### src/rtl/instr_fetch_if.sv
// instr_fetch_if: imem req/ack, decode valid/ready and redirect bundle of the fetch stage.
interface instr_fetch_if #(parameter int ADDR_W = 32);
    logic              imem_req;
    logic [ADDR_W-1:0] imem_addr;
    logic              imem_ack;
    logic [31:0]       imem_rdata;
    logic              instr_valid;
    logic [31:0]       instr;
    logic [ADDR_W-1:0] instr_pc;
    logic [ADDR_W-1:0] pc_plus4;
    logic              instr_ready;
    logic              redirect_valid;
    logic [ADDR_W-1:0] redirect_target;
    logic              misalign_err;

    modport master (
        output imem_req, imem_addr, instr_valid, instr, instr_pc, pc_plus4, misalign_err,
        input  imem_ack, imem_rdata, instr_ready, redirect_valid, redirect_target
    );
    modport slave (
        input  imem_req, imem_addr, instr_valid, instr, instr_pc, pc_plus4, misalign_err,
        output imem_ack, imem_rdata, instr_ready, redirect_valid, redirect_target
    );
endinterface

### src/rtl/instr_fetch_unit.sv
// instr_fetch_unit: PC, imem req/ack fetch and valid/ready hand-off to decode with jal/jalr redirect.
// Optional FETCH_MISALIGN_TRAP_EN: misaligned redirects set a sticky error and halt the unit.
module instr_fetch_unit #(
    parameter int                ADDR_W       = 32,
    parameter logic [ADDR_W-1:0] RESET_VECTOR = '0,
    parameter logic [31:0]       NOP_WORD     = 32'h0000_0013
) (
    input logic           clk,
    input logic           rst_n,
    instr_fetch_if.master bus
);
`ifdef FETCH_MISALIGN_TRAP_EN
    typedef enum logic [1:0] {FETCH, HOLD, DRAIN, HALT} state_t;
`else
    typedef enum logic [1:0] {FETCH, HOLD, DRAIN} state_t;
`endif

    state_t            state_q, state_d;
    logic [ADDR_W-1:0] pc_q, pc_d, req_addr_q, req_addr_d;
    logic [ADDR_W-1:0] instr_pc_q, instr_pc_d, pc_plus4_q, pc_plus4_d;
    logic [31:0]       instr_q, instr_d;
    logic              valid_q, valid_d;
    logic [ADDR_W-1:0] tgt;
    logic              redir;

`ifdef FETCH_MISALIGN_TRAP_EN
    logic err_q, err_d, pend_q, pend_d, bad;
    assign bad   = bus.redirect_valid && bus.redirect_target[1:0] != 2'b00;
    assign redir = bus.redirect_valid && !bad;
    assign tgt   = bus.redirect_target;
    assign bus.misalign_err = err_q;

    // pend_q: a halt is waiting for the outstanding ack to drain
    always_ff @(posedge clk or negedge rst_n) begin
        if (!rst_n) begin
            err_q  <= 1'b0;
            pend_q <= 1'b0;
        end else begin
            err_q  <= err_d;
            pend_q <= pend_d;
        end
    end
`else
    assign redir = bus.redirect_valid;
    assign tgt   = bus.redirect_target & ~ADDR_W'(3);
    assign bus.misalign_err = 1'b0;
`endif

    always_ff @(posedge clk or negedge rst_n) begin
        if (!rst_n) begin
            state_q    <= FETCH;
            pc_q       <= RESET_VECTOR;
            req_addr_q <= RESET_VECTOR;
            instr_q    <= NOP_WORD;
            instr_pc_q <= '0;
            pc_plus4_q <= '0;
            valid_q    <= 1'b0;
        end else begin
            state_q    <= state_d;
            pc_q       <= pc_d;
            req_addr_q <= req_addr_d;
            instr_q    <= instr_d;
            instr_pc_q <= instr_pc_d;
            pc_plus4_q <= pc_plus4_d;
            valid_q    <= valid_d;
        end
    end

    always_comb begin
        state_d    = state_q;
        pc_d       = pc_q;
        req_addr_d = req_addr_q;
        instr_d    = instr_q;
        instr_pc_d = instr_pc_q;
        pc_plus4_d = pc_plus4_q;
        valid_d    = valid_q;
`ifdef FETCH_MISALIGN_TRAP_EN
        err_d      = err_q;
        pend_d     = pend_q;
`endif
        case (state_q)
            FETCH: begin
                if (redir) begin
                    pc_d = tgt;
                    if (!bus.imem_ack) begin
                        req_addr_d = pc_q;
                        state_d    = DRAIN;
                    end
                end
`ifdef FETCH_MISALIGN_TRAP_EN
                else if (bad) begin
                    err_d = 1'b1;
                    if (bus.imem_ack) state_d = HALT;
                    else begin
                        req_addr_d = pc_q;
                        pend_d     = 1'b1;
                        state_d    = DRAIN;
                    end
                end
`endif
                else if (bus.imem_ack) begin
                    instr_d    = bus.imem_rdata;
                    instr_pc_d = pc_q;
                    pc_plus4_d = pc_q + ADDR_W'(4);
                    pc_d       = pc_q + ADDR_W'(4);
                    valid_d    = 1'b1;
                    state_d    = HOLD;
                end
            end
            HOLD: begin
                if (redir) begin
                    valid_d = 1'b0;
                    instr_d = NOP_WORD;
                    pc_d    = tgt;
                    state_d = FETCH;
                end
`ifdef FETCH_MISALIGN_TRAP_EN
                else if (bad) begin
                    err_d   = 1'b1;
                    valid_d = 1'b0;
                    instr_d = NOP_WORD;
                    state_d = HALT;
                end
`endif
                else if (bus.instr_ready) begin
                    valid_d = 1'b0;
                    instr_d = NOP_WORD;
                    state_d = FETCH;
                end
            end
            DRAIN: begin
`ifdef FETCH_MISALIGN_TRAP_EN
                if (pend_q) begin
                    if (bus.imem_ack) state_d = HALT;
                end else if (bad) begin
                    err_d  = 1'b1;
                    pend_d = 1'b1;
                    if (bus.imem_ack) state_d = HALT;
                end else
`endif
                begin
                    if (redir) pc_d = tgt;
                    if (bus.imem_ack) state_d = FETCH;
                end
            end
            default: ;
        endcase
    end

    // DRAIN keeps presenting the stale address so the request stays stable until its ack
    always_comb begin
        bus.imem_req  = state_q == FETCH || state_q == DRAIN;
        bus.imem_addr = state_q == DRAIN ? req_addr_q : pc_q;
    end

    assign bus.instr_valid = valid_q;
    assign bus.instr       = instr_q;
    assign bus.instr_pc    = instr_pc_q;
    assign bus.pc_plus4    = pc_plus4_q;
endmodule
### src/flat_wrapper.sv
// flat-port wrapper written by rule: the top's interface ports become plain ports
module instr_fetch_unit_flat 
#(
    parameter int                ADDR_W       = 32,
    parameter logic [ADDR_W-1:0] RESET_VECTOR = '0,
    parameter logic [31:0]       NOP_WORD     = 32'h0000_0013
)
  (clk, rst_n, bus_imem_req, bus_imem_addr, bus_instr_valid, bus_instr, bus_instr_pc, bus_pc_plus4, bus_misalign_err, bus_imem_ack, bus_imem_rdata, bus_instr_ready, bus_redirect_valid, bus_redirect_target);
  instr_fetch_if #(.ADDR_W(ADDR_W)) bus_i ();
  input logic clk;
  input logic rst_n;
  output wire logic [$bits(bus_i.imem_req)-1:0] bus_imem_req;
  output wire logic [$bits(bus_i.imem_addr)-1:0] bus_imem_addr;
  output wire logic [$bits(bus_i.instr_valid)-1:0] bus_instr_valid;
  output wire logic [$bits(bus_i.instr)-1:0] bus_instr;
  output wire logic [$bits(bus_i.instr_pc)-1:0] bus_instr_pc;
  output wire logic [$bits(bus_i.pc_plus4)-1:0] bus_pc_plus4;
  output wire logic [$bits(bus_i.misalign_err)-1:0] bus_misalign_err;
  input wire logic [$bits(bus_i.imem_ack)-1:0] bus_imem_ack;
  input wire logic [$bits(bus_i.imem_rdata)-1:0] bus_imem_rdata;
  input wire logic [$bits(bus_i.instr_ready)-1:0] bus_instr_ready;
  input wire logic [$bits(bus_i.redirect_valid)-1:0] bus_redirect_valid;
  input wire logic [$bits(bus_i.redirect_target)-1:0] bus_redirect_target;
  assign bus_imem_req = bus_i.imem_req;
  assign bus_imem_addr = bus_i.imem_addr;
  assign bus_instr_valid = bus_i.instr_valid;
  assign bus_instr = bus_i.instr;
  assign bus_instr_pc = bus_i.instr_pc;
  assign bus_pc_plus4 = bus_i.pc_plus4;
  assign bus_misalign_err = bus_i.misalign_err;
  assign bus_i.imem_ack = bus_imem_ack;
  assign bus_i.imem_rdata = bus_imem_rdata;
  assign bus_i.instr_ready = bus_instr_ready;
  assign bus_i.redirect_valid = bus_redirect_valid;
  assign bus_i.redirect_target = bus_redirect_target;
  instr_fetch_unit #(.ADDR_W(ADDR_W), .RESET_VECTOR(RESET_VECTOR), .NOP_WORD(NOP_WORD)) u_core (.clk(clk), .rst_n(rst_n), .bus(bus_i));
endmodule
### config.mk
export PLATFORM = sky130hd
export DESIGN_NAME = instr_fetch_unit_flat
export DESIGN_NICKNAME = d
export VERILOG_FILES = /design/src/rtl/instr_fetch_if.sv /design/src/rtl/instr_fetch_unit.sv /design/src/flat_wrapper.sv
export SDC_FILE = /design/constraint.sdc
export NUM_CORES = 1
export LEC_CHECK = 0
export BUFFER_PORTS_ARGS = -buffer_cell sky130_fd_sc_hd__buf_2
export CORE_UTILIZATION = 53
export CTS_BUF_LIST = sky130_fd_sc_hd__clkbuf_16
export DETAILED_ROUTE_END_ITERATION = 10
export GPL_TIMING_DRIVEN = 0
export PLACE_DENSITY = 0.78
export REMOVE_ABC_BUFFERS = 1
export SETUP_SLACK_MARGIN = 0.3
export SLEW_MARGIN = 30
export SYNTH_ARGS = -nofsm -noshare
export SYNTH_HDL_FRONTEND = slang
export SYNTH_SLANG_ARGS = --single-unit
### constraint.sdc
create_clock -name clk -period 2.65 [get_ports clk]
set_clock_uncertainty 0.15 [all_clocks]
set_input_delay 0.1325 -clock clk [delete_from_list [all_inputs] [get_ports clk]]
set_output_delay 0.1325 -clock clk [all_outputs]
set_load 0.02 [all_outputs]
## After elaboration in Yosys (flattened, before gate mapping)

Cells that the tools add are included.

| storage, ports and cells | value |
|---|---|
| logic and storage cells | 52 |
| flip-flop bits (word level) | 163 |
| input bits | 69 |
| output and inout port bits | 131 |

| operators by class | value |
|---|---|
| eq/ne operators | 9 |
| reductions and logical operators | 11 |
| bitwise gates (word level) | 2 |
| multiplexer cells | 22 |
| $add $sub $neg | 1 |

Operators with widths:

| operator | count |
|---|---|
| two-way mux 32 bit | 8 |
| case mux 32 bit (2 select lines) | 2 |
| adder 32 x 3 -> 32 bit (second input constant) | 1 |
| two-way mux 2 bit | 6 |
| != test 3 bit (second input constant) | 3 |
| AND reduction 3 bit | 3 |
| != test 2 bit (second input constant) | 3 |
| case mux 2 bit (3 select lines) | 1 |
| AND reduction 5 bit | 1 |
| two-way mux 1 bit | 4 |
| AND reduction 4 bit | 1 |
| nonzero test 2 bit | 2 |
| nonzero test 3 bit | 1 |
| equality test 2 x 1 -> 1 bit (second input constant) | 1 |
| equality test 2 bit (second input constant) | 1 |
| logical NOT 2 bit | 1 |
| != test 2 x 1 -> 1 bit (second input constant) | 1 |
| inverter 1 bit | 2 |
| case mux 1 bit (2 select lines) | 1 |
| OR reduction 2 bit | 1 |
| logical OR 1 bit | 1 |

## Longest topological paths before layout

Gate-level depths: netlist of run 1.

| logic depth | value |
|---|---|
| depth after elaboration | 4 |
| mapped depth | 10 |
| mapped depth without buffers | 7 |

## Worst setup path after synthesis of run 1

OpenSTA, ideal clock, no wires.

| path | value |
|---|---|
| kind | reg2reg |
| start point | register u_core.state_q[0] |
| end point | register u_core.pc_q[28] |
| setup time | 0.121 ns |
| stages on the path, launching flop included | 8 |
| buffers on the path | 2 |
| slack | 0.584 ns |
| required time | 2.379 ns |
| arrival time | 1.795 ns |
| clock period less this slack | 2.066 ns |
| cell sequence | dfrtp_1 -> inv_1 -> ha_1 -> buf_2 -> nor2_1 -> clkbuf_1 -> a32oi_1 -> o22a_1 |

| between the ends | value |
|---|---|
| longest elaborated chain between the ends | 4 |
| elaborated cells on any way between the ends | 9 |
| classes of those cells | eq/ne (4); mux (1); reduce/logical (4) |

RTL lines:

| item | RTL line | source |
|---|---|---|
| from (decl) | instr_fetch_unit.sv:18 | `state_t state_q, state_d;` |
| from (signal assigned) | instr_fetch_unit.sv:59 | `state_q <= state_d;` |
| equality test 2 x 1 -> 1 bit or equality test 2 bit (tied branches) | instr_fetch_unit.sv:81 | `case (state_q)` |
| OR reduction 2 bit (no source line) | -- |  |
| != test 2 x 1 -> 1 bit (no source line) or nonzero test 2 bit (tied branches) | -- |  |
| AND reduction 3 bit (no source line) | -- |  |
| to (signal assigned) | instr_fetch_unit.sv:60 | `pc_q <= pc_d;` |
| to (decl) | instr_fetch_unit.sv:19 | `logic [ADDR_W-1:0] pc_q, pc_d, req_addr_q, req_addr_d;` |

Several ways; a longest one is shown, not always the timed one.
A chain may end at the register's enable or synchronous reset.

## Worst setup path in the final report of run 1

| path | value |
|---|---|
| start point | register u_core.state_q[1] |
| end point | register u_core.req_addr_q[15] |

| between the ends | value |
|---|---|
| longest elaborated chain between the ends | 2 |

RTL lines:

| item | RTL line | source |
|---|---|---|
| logical NOT 2 bit | instr_fetch_unit.sv:81 |  |
| AND reduction 3 bit (no source line) | -- |  |
| to (signal assigned) | instr_fetch_unit.sv:61 | `req_addr_q <= req_addr_d;` |
| to (decl) | instr_fetch_unit.sv:19 |  |

No other way between the ends.

==> out/qor.txt, run 1 <==
SETUP PATH
-------------------------------------------------------------------------------------------
Required time of the worst setup path                                               2800 ps
Maximum fanout along the worst path                                                      32
Count of buffer and inverter cells on the critical path                                   1
Top cell family by delay on the critical path                                  simple AND/OR/NAND/NOR gates
Largest stage delay on the critical path                                             720 ps
Arrival time reported for the critical path endpoint                                2410 ps
Worst r2r dst                                                                  u_core.req_addr_q[15]
Reg2reg setup slack                                                                  390 ps
Critical Path Sink Type                                                                flop
Setup Crit Path Kind                                                           flop to flop
Startpoint of the most critical register-to-register path                      u_core.state_q[1]
CP Cell Sequence                                                               inv_1 -> ha_2 -> nand2_1 -> or2_2 -> mux2_2
Worst path slowest cell                                                        sky130_fd_sc_hd__or2_2
Critical Path Start Type                                                               flop
Worst reg2reg path depth                                                                  5

CLOCK NETWORK
-------------------------------------------------------------------------------------------
Largest buffer count on any clock path                                                    2
Buffer type at the clock tree root                                             sky130_fd_sc_hd__clkbuf_16
Later-pin clock latency in the skew report                                           420 ps
Number of H-tree levels                                                                   4
Number of buffers created by CTS                                                         17
Clock slew at reported path FFs                                                       60 ps
Clock tree from TritonCTS                                                              done
Clock sink count                                                                        155

SYNTH
-------------------------------------------------------------------------------------------
Portion of the post-synthesis area used by sequential elements                        52.6%
Post-synthesis cell type count                                                           39
Commonest cells in the netlist                                                 sky130_fd_sc_hd__dfrtp_1, sky130_fd_sc_hd__nand2_1, sky130_fd_sc_hd__mux2_2
Most used standard cell by instance count after synthesis                      sky130_fd_sc_hd__dfrtp_1
Number of storage elements in the synthesis netlist                                     155
Proportion of register bits with asynchronous set or reset after synthesis             100%
Mapped cell area                                                                  7380 um^2
Count of flip-flops with a built-in enable after synthesis                                0
Leading area contributor after synthesis                                       sky130_fd_sc_hd__dfrtp_1
Synth area leaders                                                             sky130_fd_sc_hd__dfrtp_1, sky130_fd_sc_hd__mux2_2, sky130_fd_sc_hd__nand2_1, sky130_fd_sc_hd__o21ai_0, sky130_fd_sc_hd__a2bb2oi_1
Share of the synthesized area in the top cell type                                    51.5%
Mapped Avg Cell Area                                                              10.3 um^2
Synth Warn #                                                                              0
Cell count after synthesis                                                              714
Most used flip-flop cell after synthesis                                       sky130_fd_sc_hd__dfrtp_1

FLOORPLAN
-------------------------------------------------------------------------------------------
Standard cell core area                                                          13400 um^2
Effective utilization at floorplan                                                    55.1%
Die Span Y                                                                           120 um
I/O Pins                                                                                200
Die Outline Area                                                                 14400 um^2
Number of standard-cell rows in the floorplan                                            42
Horizontal die dimension                                                             120 um

POWER AND IR DROP
-------------------------------------------------------------------------------------------
Share of total power in the clock network                                             16.5%
Seq pwr share                                                                         34.7%
Power after layout                                                                  12.7 mW
Leak                                                                                4.44 nW
Internal Power                                                                      7.24 mW
Net load switching power                                                            5.44 mW
Maximum ir drop on the vdd rail                                                    0.956 mV
Switching Share                                                                       42.9%
Total power density per cell area                                              1290 nW/um^2
Combinational group share of total power                                              48.8%

STA
-------------------------------------------------------------------------------------------
Transition at the pin with the smallest max-transition slack                         905 ps
Highest attainable clock frequency                                                  442 MHz
Unrepaired setup endpoints after global routing                                         yes
Relative max-transition margin                                                        39.6%
Setup-failing EPs final                                                                   0
Hold Violations, Final                                                                    0
Final Critical Period                                                               2260 ps
Share of the clock period used by the worst path after layout                         85.4%
Final slew viol count                                                                     0

JOB
-------------------------------------------------------------------------------------------
Max cap viols                                                                             0

FINAL LAYOUT
-------------------------------------------------------------------------------------------
Growth of design area from synthesis to finish                                        32.9%
# nets final                                                                           1016
Non-filler cells, final                                                                1132
Fraction of final layout cells with drive strength greater than 1                     35.8%
Register area                                                                     3880 um^2
Count of fill cells added during filler insertion                                       947
Area used by multi-input combinational logic                                      3250 um^2

MIN PATH
-------------------------------------------------------------------------------------------
Worst Hold End                                                                 u_core.state_q[1]
Min-Delay Startpoint                                                           bus_imem_ack
Worst Hold Depth                                                                          4
Worst min-delay path category                                                  input port to flop

ROUTING
-------------------------------------------------------------------------------------------
Total wire length after detailed routing                                            19.6 mm
Routed vias                                                                            6136
Detailed Routing Iterations Pass 1                                                        5
Average routed wire per standard cell                                               17.3 um
Number of routed nets with antenna violations                                             0
Number of remaining DRC errors                                                            0
Post-detailed-route via-to-cell ratio                                                  5.42
Number of design-rule violations left by the first detailed-router iteration            436

GRT
-------------------------------------------------------------------------------------------
Initial antenna violation count                                                           1
Wire length of the first global-routing pass                                        31.0 mm
Number of global-route vias before repair                                              6087
Pin count of the biggest net entering global routing                                     83
All-Layer GR Usage                                                                    28.1%
Remaining global-route overflow                                                           0

PLACED DESIGN
-------------------------------------------------------------------------------------------
Routability Congestion                                                                0.766
Detailed placer's ending HPWL                                                       11.9 mm
Port Buffers                                                                            190
Number of placed cells counting well taps                                              1028

RUN STATUS
-------------------------------------------------------------------------------------------
Result of the run                                                              finished, final reports clean

-- power by group through the flow --
stage | combinational [mW] | sequential [mW] | clock, mW
final | 6.19 | 4.40 | 2.09
after global routing | 6.66 | 4.55 | 2.21
after CTS | 6.11 | 4.37 | 2.12
after detailed placement | 5.92 | 4.40 | 0
after global placement | 5.59 | 4.35 | 0
after floorplan | 3.09 | 5.07 | 0
-- cell usage in the layout (no fill, tap or decap), drive strengths merged, types with 5 or more instances in the layout --
master	n
clkbuf	17
a21oi	25
clkinv	6
dlygate4sd3	63
o22ai	19
nor3	7
and3	7
nand4	7
nand2	129
clkinvlp	6
conb	7
a32oi	5
or2	5
xnor2	9
a2bb2oi	22
dfrtp	152
o21ai	82
mux2	85
nand3	18
inv	15
buf	207
ha	5
xor2	19
nor2	13
-- flip-flops by register name (all words and copies together), names as in the netlist --
register / flops
u_core.state_q: 2
u_core.bus.instr_pc: 30
u_core.req_addr_q: 30
u_core.bus.instr: 32
u_core.pc_q: 30
u_core.bus.pc_plus4: 30
u_core.bus.instr_valid: 1
-- area by class of cell --
class | count | area share (%)
clock buffers | 17 | 4.33
multi-input cells | 486 | 33.1
repair inverters | 1 | 0.0510
repair buffers | 270 | 19.5
well taps | 176 | 2.24
diodes | 1 | 0.0255
flip-flops and latches | 155 | 39.6
clock inverters | 15 | 0.765
inverters | 11 | 0.459
-- worst min-delay path, cell delays in order --
cell                      delay [ps]
sky130_fd_sc_hd__buf_2           130
sky130_fd_sc_hd__a21oi_1         120
sky130_fd_sc_hd__nor3_1           90
sky130_fd_sc_hd__mux2i_1         130
-- worst max-delay path by stage --
stage | from | endpoint | cells after the start
6_report | u_core.state_q[1] | u_core.req_addr_q[15] | 5
5_1_grt | u_core.pc_q[3] | u_core.pc_q[28] | 7
4_1_cts | u_core.state_q[1] | u_core.bus.instr[26] | 7
3_5_place_dp | u_core.state_q[1] | u_core.bus.instr[26] | 7
3_3_place_gp | u_core.state_q[1] | u_core.bus.instr[27] | 7
2_1_floorplan | u_core.state_q[0] | u_core.bus.instr[10] | 7
-- cells by family (layout without fill, tap and decap cells) --
kind of cell             count (synthesis)  count (layout)  synth area share [%]
buffers and inverters                   81             314                  4.78
other                                    1               8                0.0508
AND/OR/NAND/NOR                        197             198                  12.2
AO/OA/AOI/OAI                          160             161                  12.9
XOR/XNOR                                28              28                  3.32
multiplexers                            87              87                  13.2
flip-flops                             155             155                  52.6
adder cells (fa/ha/maj)                  5               5                 0.847
-- routing by layer --
layer  wire, um  vias up  global-route usage [%]
met5          0        -                       0
met4        659        0                    13.0
met3        884       52                    7.22
met2       9620      203                    45.7
met1       8400     2953                    35.0
li1           -     2928                       -
-- per-stage QoR --
step	setup slack (ps)	instance area (um^2)	TNS, ps	hold slack, ps	utilization, %
after detailed placement	-67.8	8550	-905	-11.3	63.8
after global routing	255	9820	0	93.3	73.2
final	386	9820	0	81.4	73.2
after global placement	-4050	8270	-455250	233	61.7
after floorplan	-2170	7100	-119060	-313	-
after CTS	234	9730	0	42.8	72.6
-- timing repair --
item                                    CTS  global route
resized for setup                         5             7
pin swaps                                 3             5
hold buffers                             63             0
endpoints found under the hold margin   135             0
buffers inserted                          2             3
endpoints found under the setup margin   79            90
cloned                                    2             1
Note: power is estimated with default switching activity, not from simulation.
==> run 2, diff against run 1 <==
--- a/config.mk
+++ b/config.mk
@@ -6,11 +6,12 @@
 export NUM_CORES = 1
 export LEC_CHECK = 0
 export BUFFER_PORTS_ARGS = -buffer_cell sky130_fd_sc_hd__buf_2
-export CORE_UTILIZATION = 53
+export CORE_MARGIN = 4
+export CORE_UTILIZATION = 48
 export CTS_BUF_LIST = sky130_fd_sc_hd__clkbuf_16
 export DETAILED_ROUTE_END_ITERATION = 10
 export GPL_TIMING_DRIVEN = 0
-export PLACE_DENSITY = 0.78
+export PLACE_DENSITY = 0.75
 export REMOVE_ABC_BUFFERS = 1
 export SETUP_SLACK_MARGIN = 0.3
 export SLEW_MARGIN = 30
==> constraint.sdc (replaced) <==
create_clock -name clk -period 2.05 [get_ports clk]
set_clock_uncertainty 0.15 [all_clocks]
set_input_delay 0.1025 -clock clk [delete_from_list [all_inputs] [get_ports clk]]
set_output_delay 0.1025 -clock clk [all_outputs]
set_load 0.02 [all_outputs]
==> out/qor.txt, run 2 (synthesis results as in run 1) <==
RUN STATUS
-------------------------------------------------------------------------------------------
Result of the run                                                              complete, but fails checks
Failing checks                                                                 negative setup slack

SETUP PATH
-------------------------------------------------------------------------------------------
Critical Path Start Type                                                               flop
Largest stage delay on the critical path                                             430 ps   -290 ps
Critical Path Most Common Cell                                                 sky130_fd_sc_hd__buf_6
Arrival time reported for the critical path endpoint                                1900 ps   -510 ps
Worst r2r dst                                                                  u_core.pc_q[28]
Count of buffer and inverter cells on the critical path                                   5   +4
Worst path slowest cell                                                        sky130_fd_sc_hd__dfrtp_2
Top cell family by delay on the critical path                                  buffers and inverters
Critical Path Sink Type                                                        primary output
Start point of the critical path                                               u_core.state_q[0]
Startpoint of the most critical register-to-register path                      u_core.state_q[0]
WP depth                                                                                  7   +2
CP Cell Sequence                                                               inv_4 -> ha_4 -> buf_6 -> buf_6 -> buf_16 -> mux2_4 -> buf_6
Maximum fanout along the worst path                                                       5   -84%
Reg2reg setup slack                                                                  -80 ps   -470 ps
Setup Crit Path Kind                                                           flop to primary output
Critical path destination                                                      bus_imem_addr[24]
Required time of the worst setup path                                               1800 ps   -1000 ps
Worst reg2reg path depth                                                                 10   +5

FLOORPLAN
-------------------------------------------------------------------------------------------
Die Span Y                                                                           132 um   +10%
Standard cell core area                                                          15100 um^2   +13%
Number of standard-cell rows in the floorplan                                            45   +7.1%
I/O Pins                                                                                200   unchanged
Horizontal die dimension                                                             132 um   +10%
Die Outline Area                                                                 17400 um^2   +21%
Effective utilization at floorplan                                                    48.8%   -6.4 points

STA
-------------------------------------------------------------------------------------------
Final Critical Period                                                               2150 ps
Share of the clock period used by the worst path after layout                          105%
Highest attainable clock frequency                                                  466 MHz
Relative max-transition margin                                                        52.8%   +13 points
Unrepaired setup endpoints after global routing                                         yes
Hold Violations, Final                                                                    0   unchanged
Final slew viol count                                                                     0   unchanged
Final WS setup                                                                     -97.6 ps   -484 ps
Setup-failing EPs final                                                                  54   +54
Transition at the pin with the smallest max-transition slack                         707 ps   -198 ps

FINAL LAYOUT
-------------------------------------------------------------------------------------------
Count of fill cells added during filler insertion                                       742   -22%
Number of flip-flops in the largest register                                             32   unchanged
Leading cell type in the layout, fill and taps excluded                        sky130_fd_sc_hd__buf_2
Cell area after layout                                                           12600 um^2   +28%
Growth of design area from synthesis to finish                                        70.7%
# nets final                                                                           1132   +11%
Fraction of final layout cells with drive strength greater than 1                     59.1%   +23 points
Final core occ                                                                        83.2%   +10 points
Non-filler cells, final                                                                1260   +11%
Commonest cells after routing, fill and taps aside                             sky130_fd_sc_hd__buf_2, sky130_fd_sc_hd__dfrtp_1, sky130_fd_sc_hd__nand2_1, sky130_fd_sc_hd__dlygate4sd3_1, sky130_fd_sc_hd__buf_4

PLACED DESIGN
-------------------------------------------------------------------------------------------
Worst-case setup slack after placement                                              -771 ps   -703 ps
Number of placed cells counting well taps                                              1041   +1.3%
Detailed placer's ending HPWL                                                       12.8 mm   +7.0%
Port Buffers                                                                            190   unchanged
Routability Congestion                                                                0.762   -0.47%
Post-placement cell area                                                          8540 um^2   -0.16%

POWER AND IR DROP
-------------------------------------------------------------------------------------------
Leak                                                                                5.76 nW   +30%
Maximum ir drop on the vdd rail                                                     1.04 mV   +9.2%
Total power density per cell area                                              1810 nW/um^2   +40%

CLOCK NETWORK
-------------------------------------------------------------------------------------------
Largest buffer count on any clock path                                                    2   unchanged
Later-pin clock latency in the skew report                                           430 ps   about the same
Clock sink count                                                                        155   unchanged
Number of H-tree levels                                                                   4   unchanged
Clock slew at reported path FFs                                                       70 ps   about the same
Number of buffers created by CTS                                                         17   unchanged
Clock tree from TritonCTS                                                              done
Buffer type at the clock tree root                                             sky130_fd_sc_hd__clkbuf_16

ROUTING
-------------------------------------------------------------------------------------------
Number of design-rule violations left by the first detailed-router iteration            505   +16%
Post-detailed-route via-to-cell ratio                                                  5.87   +8.4%
Number of remaining DRC errors                                                            0   unchanged
Number of routed nets with antenna violations                                             0   unchanged
Routed vias                                                                            7401   +21%
Detailed Routing Iterations Pass 1                                                        6   +1
Total wire length after detailed routing                                            29.1 mm   +49%
Average routed wire per standard cell                                               23.1 um   +34%

GRT
-------------------------------------------------------------------------------------------
Wire length of the first global-routing pass                                        40.6 mm   +31%
Remaining global-route overflow                                                           0   unchanged
Pin count of the biggest net entering global routing                                     86   +3.6%
Initial antenna violation count                                                           1   unchanged
All-Layer GR Usage                                                                    29.6%   +1.5 points
Number of global-route vias before repair                                              7366   +21%

JOB
-------------------------------------------------------------------------------------------
Max cap viols                                                                             0   unchanged

MIN PATH
-------------------------------------------------------------------------------------------
Worst min-delay path category                                                  input port to asynchronous set/reset pin

## run 2: changes by cell type in the layout (fill, tap and decap cells not counted), moves of 21 or more
| cell | previous run | this run |
|---|---|---|
| sky130_fd_sc_hd__mux2_2 | 84 | 41 |
| sky130_fd_sc_hd__dfrtp_1 | 151 | 126 |
| sky130_fd_sc_hd__o21ai_0 | 77 | 17 |
| sky130_fd_sc_hd__nand2_1 | 129 | 83 |
| sky130_fd_sc_hd__nand2_4 | 0 | 25 |
| sky130_fd_sc_hd__a21oi_1 | 24 | 1 |
| sky130_fd_sc_hd__nand2_2 | 0 | 21 |
| sky130_fd_sc_hd__dfrtp_2 | 1 | 26 |
| sky130_fd_sc_hd__buf_6 | 3 | 54 |
| sky130_fd_sc_hd__o21ai_1 | 2 | 30 |
| sky130_fd_sc_hd__mux2_4 | 0 | 44 |
| sky130_fd_sc_hd__o21ai_2 | 2 | 32 |
| sky130_fd_sc_hd__buf_2 | 189 | 161 |
| sky130_fd_sc_hd__buf_4 | 2 | 56 |
## run 2: per-layer routing
metal  track usage, %  up-vias  wire length, um
met1             35.5     3684            10300
met5                0        -                0
li1                 -     3188                -
met4             16.2        0             1630
met3             5.84      134             2040
met2             50.3      395            15100
## run 2: worst min-delay path by stage
stage / end / from / slack (ps) / cells after the start
finish: u_core.bus.pc_plus4[24] / rst_n / 60 / 2
CTS: u_core.bus.instr[0] / bus_instr_ready / 20 / 5
global placement: u_core.bus.instr[4] / bus_imem_rdata[4] / 200 / 3
global route: u_core.bus.instr[4] / bus_instr_ready / 120 / 5
floorplan: u_core.bus.instr[10] / rst_n / -340 / 0
detailed placement: u_core.bus.instr_pc[24] / rst_n / -50 / 1
## run 2: report_power, final
| part | leakage [nW] | internal [mW] | total [mW] | switching [mW] |
|---|---|---|---|---|
| logic | 3.69 | 6.68 | 13.7 | 6.98 |
| clock network | 0.308 | 2.02 | 3.30 | 1.29 |
| registers | 1.76 | 4.57 | 5.83 | 1.26 |
## run 2: area by class of cell
| class | instances | area [um^2] | share of cell area (%) |
|---|---|---|---|
| Multi-Input combinational cell | 491 | 4290 | 34.0 |
| Sequential cell | 155 | 3920 | 31.1 |
| Timing Repair Buffer | 381 | 3490 | 27.7 |
| Clock buffer | 17 | 425 | 3.37 |
| Tap cell | 188 | 235 | 1.87 |
| Clock inverter | 15 | 184 | 1.46 |
| Inverter | 11 | 55.1 | 0.437 |
| Timing Repair inverter | 1 | 7.51 | 0.0596 |
| Antenna cell | 1 | 2.50 | 0.0199 |
## run 2: repair_timing
| action | in CTS | in global routing |
|---|---|---|
| pin swaps | 42 | 75 |
| hold endpoints to repair | 145 | 0 |
| resized for setup | 254 | 209 |
| endpoints found under the setup margin | 180 | 184 |
| buffers inserted | 75 | 21 |
| hold buffers | 63 | 0 |
| cloned | 22 | 5 |
## run 2: metrics by stage
step                      setup TNS (ps)  power, mW  hold WS (ps)
after global placement           -650590       12.9           199
final                              -2380       22.8          62.1
after floorplan                  -193460       10.5          -343
after detailed placement          -43030       13.3         -47.6
after global routing               -6110       23.7           120
after CTS                          -1060       20.3          15.8
